File: src/rtl/seq_det_pkg.sv
// Shared definitions for the serial sequence detector: FSM state encoding and sizing helper.
package seq_det_pkg;

    localparam logic ST_FILL = 1'b0;
    localparam logic ST_RUN  = 1'b1;

    function automatic int clog2_f(input int value);
        int result;
        result = 32'sd0;
        for (int v = value - 32'sd1; v > 32'sd0; v = v >>> 32'sd1) begin
            result = result + 32'sd1;
        end
        return result;
    endfunction

endpackage

File: src/rtl/seq_detect_param_sat_counter.sv
// Saturating event counter with sticky saturation flag and synchronous clear (clear wins over inc).
module sat_counter #(
    parameter int CNT_W = 8
) (
    input  logic             clk,
    input  logic             rst,
    input  logic             inc,
    input  logic             clr,
    output logic [CNT_W-1:0] cnt,
    output logic             sat
);

    localparam logic [CNT_W-1:0] CNT_MAX = {CNT_W{1'b1}};

    logic [CNT_W-1:0] cnt_r;
    logic             sat_r;

    // Count register: clear has priority, then increment-or-saturate.
    always_ff @(posedge clk or posedge rst) begin
        if (rst) begin
            cnt_r <= {CNT_W{1'b0}};
            sat_r <= 1'b0;
        end else if (clr) begin
            cnt_r <= {CNT_W{1'b0}};
            sat_r <= 1'b0;
        end else if (inc) begin
            if (cnt_r == CNT_MAX) begin
                sat_r <= 1'b1;
            end else begin
                cnt_r <= cnt_r + CNT_W'(1);
            end
        end else begin
            cnt_r <= cnt_r;
            sat_r <= sat_r;
        end
    end

    assign cnt = cnt_r;
    assign sat = sat_r;

endmodule

File: src/rtl/seq_detect_param.sv
// Parametrised serial sequence detector with overlap control and saturating match counter.
// Optional macro SEQ_DET_PROG_EN adds a run-time loadable pattern (pat_wr / pat_in).
module seq_detect_param
    import seq_det_pkg::*;
#(
    parameter int             LEN     = 4,
    parameter logic [LEN-1:0] PATTERN = 4'b0110,
    parameter int             CNT_W   = 8
) (
    input  logic             clk,
    input  logic             rst,
    input  logic             in_valid,
    input  logic             x,
    input  logic             overlap_en,
    input  logic             clr_cnt,
`ifdef SEQ_DET_PROG_EN
    input  logic             pat_wr,
    input  logic [LEN-1:0]   pat_in,
`endif
    output logic             z,
    output logic [CNT_W-1:0] match_cnt,
    output logic             cnt_sat
);

    localparam int                FILL_W    = clog2_f(LEN + 1);
    localparam logic [FILL_W-1:0] FILL_FULL = FILL_W'(LEN);

    logic              state_r;
    logic              state_nxt_s;
    logic [LEN-1:0]    hist_r;
    logic [LEN-1:0]    hist_nxt_s;
    logic [LEN-1:0]    nh_s;
    logic [LEN-1:0]    pat_s;
    logic [FILL_W-1:0] fill_r;
    logic [FILL_W-1:0] fill_nxt_s;
    logic [FILL_W-1:0] fill_inc_s;
    logic              load_s;
    logic              hit_s;
    logic              z_r;

`ifdef SEQ_DET_PROG_EN
    logic [LEN-1:0] pat_r;

    // Programmable pattern register.
    always_ff @(posedge clk or posedge rst) begin
        if (rst) begin
            pat_r <= PATTERN;
        end else if (pat_wr) begin
            pat_r <= pat_in;
        end else begin
            pat_r <= pat_r;
        end
    end

    assign pat_s  = pat_r;
    assign load_s = pat_wr;
`else
    assign pat_s  = PATTERN;
    assign load_s = 1'b0;
`endif

    assign nh_s       = {hist_r[LEN-2:0], x};
    // In RUN the fill count is pinned at LEN, so every valid sample is evaluated.
    assign fill_inc_s = (state_r == ST_RUN) ? fill_r : fill_r + FILL_W'(1);

    // State, history and fill registers.
    always_ff @(posedge clk or posedge rst) begin
        if (rst) begin
            state_r <= ST_FILL;
            hist_r  <= {LEN{1'b0}};
            fill_r  <= {FILL_W{1'b0}};
        end else begin
            state_r <= state_nxt_s;
            hist_r  <= hist_nxt_s;
            fill_r  <= fill_nxt_s;
        end
    end

    // Next-state logic: shift on valid samples, restart on pattern load or non-overlapping hit.
    always_comb begin
        state_nxt_s = state_r;
        hist_nxt_s  = hist_r;
        fill_nxt_s  = fill_r;
        if (load_s || (hit_s && !overlap_en)) begin
            state_nxt_s = ST_FILL;
            hist_nxt_s  = {LEN{1'b0}};
            fill_nxt_s  = {FILL_W{1'b0}};
        end else if (in_valid) begin
            hist_nxt_s = nh_s;
            fill_nxt_s = fill_inc_s;
            case (state_r)
                ST_FILL: state_nxt_s = (fill_inc_s == FILL_FULL) ? ST_RUN : ST_FILL;
                ST_RUN:  state_nxt_s = ST_RUN;
                default: state_nxt_s = ST_FILL;
            endcase
        end else begin
            state_nxt_s = state_r;
        end
    end

    // Output logic: match decision on the current sample.
    always_comb begin
        hit_s = 1'b0;
        if (in_valid && !load_s && (fill_inc_s == FILL_FULL) && (nh_s == pat_s)) begin
            hit_s = 1'b1;
        end else begin
            hit_s = 1'b0;
        end
    end

    // Registered match pulse.
    always_ff @(posedge clk or posedge rst) begin
        if (rst) begin
            z_r <= 1'b0;
        end else begin
            z_r <= hit_s;
        end
    end

    assign z = z_r;

    sat_counter #(
        .CNT_W (CNT_W)
    ) u_cnt (
        .clk (clk),
        .rst (rst),
        .inc (hit_s),
        .clr (clr_cnt),
        .cnt (match_cnt),
        .sat (cnt_sat)
    );

endmodule
File: config.mk
export PLATFORM = sky130hd
export DESIGN_NAME = seq_detect_param
export DESIGN_NICKNAME = d
export VERILOG_FILES = /design/src/rtl/seq_det_pkg.sv /design/src/rtl/seq_detect_param_sat_counter.sv /design/src/rtl/seq_detect_param.sv
export SDC_FILE = /design/constraint.sdc
export NUM_CORES = 1
export LEC_CHECK = 0
export CAP_MARGIN = 30
export CORE_AREA = 5 5 46 56
export DETAILED_ROUTE_END_ITERATION = 8
export DIE_AREA = 0 0 51 61
export GPL_ROUTABILITY_DRIVEN = 0
export PLACE_DENSITY = 0.87
export SYNTH_ARGS = -nofsm -noshare
export SYNTH_HDL_FRONTEND = slang
export SYNTH_SLANG_ARGS = --single-unit
export TNS_END_PERCENT = 10
File: constraint.sdc
create_clock -name clk -period 2.87 [get_ports clk]
set_input_delay 0.861 -clock clk [delete_from_list [all_inputs] [get_ports clk]]
set_output_delay 0.861 -clock clk [all_outputs]
set_load 0.03 [all_outputs]
# Word level (Yosys, flattened, before mapping)
# Index checks and enable logic that the tools add are counted.
dict set report word_totals {
  memories 0
  elab_cells 38
  ramBits 0
  in_bits 6
  regBits 17
  latch_bits 0
  rom_bits 0
  out_inout_bits 10
}
dict set report op_classes {
  n_bitwise 1
  n_div 0
  n_lt_le_gt_ge 0
  muxes 16
  n_eq_ne 4
  addsub 2
  multipliers 0
  n_reduce_logical 9
  shift 0
}
# operator n
set ops {}
lappend ops {{$mux 8} 3}
lappend ops {{$mux 3} 5}
lappend ops {{$add 8x1->8 const B} 1}
lappend ops {{$eq 8x8->1 const B} 1}
lappend ops {{$mux 1} 7}
lappend ops {{$reduce_bool 2->1} 3}
lappend ops {{$eq 4x3->1 const B} 1}
lappend ops {{$reduce_and 2->1} 2}
lappend ops {{$add 3x1->3 const B} 1}
lappend ops {{$eq 3x3->1 const B} 1}
lappend ops {{$logic_and 1x1->1} 3}
lappend ops {{$ne 2x2->1 const B} 1}
lappend ops {{$pmux 1 s2} 1}
lappend ops {{$logic_not 1->1} 1}
lappend ops {{$not 1->1} 1}

# Longest topological paths before layout
dict set report depth {
  word_depth 8
  depth_mapped 6
  mapped_depth_nobuf 5
}

# Hierarchy
# A second synthesis with hierarchy kept.
dict set report hier_totals {
  cells_unflattened 85
  area_unflattened_um2 900.9
}
# mod area_per_inst_um2 cells_each seq_area_each_um2 instances
set by_module_without_submodules {}
lappend by_module_without_submodules {sat_counter 486.7 50 225.2 1}
lappend by_module_without_submodules {seq_detect_param 414.1 35 200.2 1}

# Worst setup path after synthesis
# No wires, ideal clock.
dict set report synth_timing {
  path_kind {input -> register}
  startpoint {input in_valid}
  endpoint {register u_cnt.cnt_r[7] (netlist: u_cnt.cnt[7])}
  n_path_buf 2
  required_time_ns 2.745
  arrival_time_ns 1.990
  path_slack_ns 0.755
  path_stages 6
  setup_time_ns 0.125
  path_cell_list {buf_2 > and2_1 > mux2i_2 > buf_6 > nor4_4 > mux2_4}
}
dict set report synth_via {
  elab_chain_len 5
}
# element line_no
set synth_lines {}
lappend synth_lines {{start: declaration} seq_detect_param.sv:12} ;# input logic in_valid,
lappend synth_lines {{$logic_and 1x1->1 (2 in series)} seq_detect_param.sv:104} ;# if (in_valid && !load_s && (fill_inc_s == FILL_FULL) && (nh_s == pat_s)) begin
lappend synth_lines {{$mux 1} seq_detect_param.sv:104}
lappend synth_lines {{$reduce_bool 2->1 (no source line)} n/a}
lappend synth_lines {{$reduce_and 2->1 (no source line)} n/a}
lappend synth_lines {{end signal: assignment} seq_detect_param_sat_counter.sv:24} ;# cnt_r <= {CNT_W{1'b0}};
lappend synth_lines {{end signal: assignment} seq_detect_param_sat_counter.sv:30} ;# cnt_r <= cnt_r + CNT_W'(1);
lappend synth_lines {{end signal: assignment} seq_detect_param_sat_counter.sv:33} ;# cnt_r <= cnt_r;
lappend synth_lines {{end: declaration} seq_detect_param_sat_counter.sv:15} ;# logic [CNT_W-1:0] cnt_r;
# Every way passes these cells.
# A chain may end at the register's enable or synchronous reset.

# Worst setup path in the final report
dict set report layout_timing {
  startpoint {register u_cnt.cnt_r[3] (netlist: u_cnt.cnt[3])}
  endpoint {output match_cnt[3]}
}
# element line_no
set layout_rtl {}
lappend layout_rtl {{start signal: assignment} seq_detect_param_sat_counter.sv:21} ;# cnt_r <= {CNT_W{1'b0}};
lappend layout_rtl {{start signal: assignment} seq_detect_param_sat_counter.sv:24}
lappend layout_rtl {{start signal: assignment} seq_detect_param_sat_counter.sv:30}
lappend layout_rtl {{end: declaration} seq_detect_param.sv:21} ;# output logic [CNT_W-1:0] match_cnt,
# No word-level cell between the ends.

==> impl_metrics.env <==
export IMPL_yosys_top_cells_count="dfrtp_1 (17), nor2_1 (8), a21oi_1 (5), inv_1 (5), o31ai_1 (5)"
export IMPL_antenna_found_initial=0
export IMPL_cp_slowest_cell="clkdlybuf4s50_1"
export IMPL_hold_buffers=0
export IMPL_nNetsFinal=121
export IMPL_met3_usage=0.0172
export IMPL_cts_resized=0
export IMPL_synthTopCellsByArea="dfrtp_1 (41%), nor4_4 (6.1%), mux2_4 (4.3%)"
export IMPL_wire_per_inst_um=15.0
export IMPL_setup_tns_final_ns=0
export IMPL_ys_flop_type="dfrtp_1"
export IMPL_slew_headroom=0.448
export IMPL_p_seq_frac=0.428
export IMPL_synthCells=95
export IMPL_antenna_cells=0
export IMPL_ys_warn_count=0
export IMPL_r2r_cells=5
export IMPL_required_ns=2.01
export IMPL_nFillCells=150
export IMPL_pin_count=16
export IMPL_crit_family="buffers and inverters"
export IMPL_die_area_sq_mm=0.00311
export IMPL_max_clock_freq_ghz=0.424
export IMPL_clkTransAtPathRegs_ns=0.11
export IMPL_start_util=0.523
export IMPL_grt_busiest_layer="met2"
export IMPL_report_final_slew_viol_count=0
export IMPL_grt_max_degree=18
export IMPL_total_power_w=0.000738
export IMPL_clock_sinks=17
export IMPL_crit_fanout=7
export IMPL_multiInputGateArea_sq_um=573
export IMPL_arrival_ns=1.49
export IMPL_worstSetupEndpointType="output pin"
export IMPL_die_y_um=61
export IMPL_cp_depth=1
export IMPL_yosys_cell_count_top_type="dfrtp_1"
export IMPL_yosysUniqueCellTypes=38
export IMPL_ir_worst_vdd_uv=507
export IMPL_clkPwrFrac=0.177
export IMPL_vias_per_cell=6.06
export IMPL_grt_total_usage=0.153
export IMPL_cts_buffers=3
export IMPL_worst_pin_slew_ns=0.828
export IMPL_grt_pass1_vias=751
export IMPL_syn_area_per_cell_sq_um=11.0
export IMPL_grt_ovfl_total=0
export IMPL_clock_skew_ns=0.00307
export IMPL_comb_power_share=0.394
export IMPL_p_int_w=0.000442
export IMPL_hp_class="register to register"
export IMPL_drtAntennaViolNets=0
export IMPL_dr_pass1_iters=4
export IMPL_synth_top_cell_area_share=0.406
export IMPL_hp_start="fill_r[0]"
export IMPL_setup_viol=0
export IMPL_cts_tree="done"
export IMPL_drive_above_1_share=0.205
export IMPL_postPlaceCellArea_sq_mm=0.00121
export IMPL_rr_startpoint="fill_r[0]"
export IMPL_hold_depth=1
export IMPL_power_density_mw_per_mm2=597
export IMPL_crit_type="register to output pin"
export IMPL_synth_edf_count=0
export IMPL_rsz0062_at_grt="false"
export IMPL_hpwl_um=1510
export IMPL_seq_area_frac_synth=0.406
export IMPL_drc_errors=0
export IMPL_crit_path_start_kind="register"
export IMPL_p_sw_frac=0.401
export IMPL_hold_violations=0
export IMPL_ys_ff_latch=17
export IMPL_vias=800
export IMPL_postCtsSetupBuffers=0
export IMPL_cpPeakStageDelay_ns=0.73
export IMPL_cts_buffer_depth=2
export IMPL_clock_latency_ns=0.29
export IMPL_status="finished clean"
export IMPL_fin_area_sq_mm=0.00123
export IMPL_io_buffers=15
export IMPL_core_sq_mm=0.00200
export IMPL_grt_pass1_wl_um=3570
export IMPL_wirelength_um=1980
export IMPL_cp_startpoint="u_cnt.cnt[3]"
export IMPL_clock_root_buffer="clkbuf_4"
export IMPL_seq_area_sq_um=425
export IMPL_p_switching_w=0.000295
export IMPL_htreeDepth=1
export IMPL_finalCritPeriodShare=0.821
export IMPL_path_cells="clkdlybuf4s50_1"
export IMPL_met1_usage=0.208
export IMPL_chipWidth_um=51
export IMPL_netlist_area_sq_mm=0.00105
export IMPL_p_leak_nw=0.521
export IMPL_drt_initial_drc_count=25
export IMPL_synth_top_area_cell="dfrtp_1"
export IMPL_timing_reg2reg_setup_slack_ns=0.92
export IMPL_syn_num_nets=103
export IMPL_areaGrowthSynthToFinish_pct=17.8
export IMPL_period_needed_ns=2.36
export IMPL_gr_usage_met2=0.247
export IMPL_worst_path_buf_inv=1
export IMPL_ys_async_sr_fraction=1.00
export IMPL_rows=18
export IMPL_maxCapViolations=0
-- cells by family (layout without fill, tap and decap cells) --
logic type                 after synthesis  in the layout  share of synthesized area
and+or+nand+nor                         35             35                      0.261
AOI/OAI and AO/OA                       22             22                      0.146
DFF                                     17             17                      0.406
muxes                                    9              9                      0.107
buffers and inverters                    9             26                     0.0477
adders and majority gates                2              2                     0.0239
xor gates and xnor gates                 1              1                    0.00835
-- final timing paths --
kind                                endpoint
min in group asynchronous       u_cnt.cnt[6]
worst min-delay path               fill_r[0]
max in group asynchronous          fill_r[0]
worst max-delay path            match_cnt[3]
worst max register to register  u_cnt.cnt[5]
worst min register to register     fill_r[0]
-- metal layers --
| metal | part of all wire | routed length, um | vias up |
|---|---|---|---|
| li1 | - | - | 387 |
| met1 | 0.46 | 919 | 393 |
| met2 | 0.49 | 978 | 18 |
| met3 | 0.028 | 55 | 2 |
| met4 | 0.014 | 28 | 0 |
| met5 | 0 | 0 | - |
-- power by group through the flow --
stage | Clock (W) | Combinational (W) | Sequential [W]
global route | 0.000143 | 0.000327 | 0.000324
CTS | 0.000135 | 0.000294 | 0.000317
detailed placement | 0 | 0.000295 | 0.000322
finish | 0.000131 | 0.000291 | 0.000316
floorplan | 0 | 0.000270 | 0.000313
global placement | 0 | 0.000281 | 0.000318
-- layout by cell type (no fill, tap or decap) --
cell type,count
a211oi_1,2
a21o_1,1
a21oi_1,5
a21oi_2,1
a41oi_1,2
and2_1,1
and2b_1,2
and3_1,1
and4bb_2,1
buf_4,2
clkbuf_4,3
clkdlybuf4s50_1,15
clkinv_2,1
dfrtp_1,17
ha_1,2
inv_1,5
mux2_2,3
mux2_4,3
mux2i_1,2
mux2i_2,1
nand2_1,3
nand3_1,2
nand4_2,1
nand4bb_1,1
nor2_1,8
nor2b_1,3
nor2b_4,1
nor3_1,1
nor3_2,1
nor3b_2,1
nor4_1,1
nor4_4,3
o2111ai_1,1
o211ai_2,1
o21ai_0,4
o31ai_1,5
or3_1,1
or4_1,3
xor2_1,1
-- cell type report --
class / count / share of cell area
repair buffers: 17 / 0.134
inverters: 5 / 0.0152
clock buffers: 3 / 0.0182
multi-input cells: 69 / 0.464
clock inverters: 1 / 0.00405
well taps: 20 / 0.0203
flip-flops and latches: 17 / 0.344
-- through the flow --
stage	hold WS (ns)	instances	setup slack, ns	util
floorplan	0.480	95	0.755	-
detailed placement	0.493	128	0.267	0.602
global route	0.556	132	0.466	0.616
global placement	0.491	128	0.335	0.602
finish	0.519	132	0.514	0.616
CTS	0.529	132	0.510	0.616
-- flip-flops by register name, summed over array words and instances, names as in the netlist --
signal     cells
u_cnt.cnt      8
fill_r         3
hist_r         3
state_r        1
u_cnt.sat      1
z              1
No activity file was read; power rests on OpenSTA's default activity.
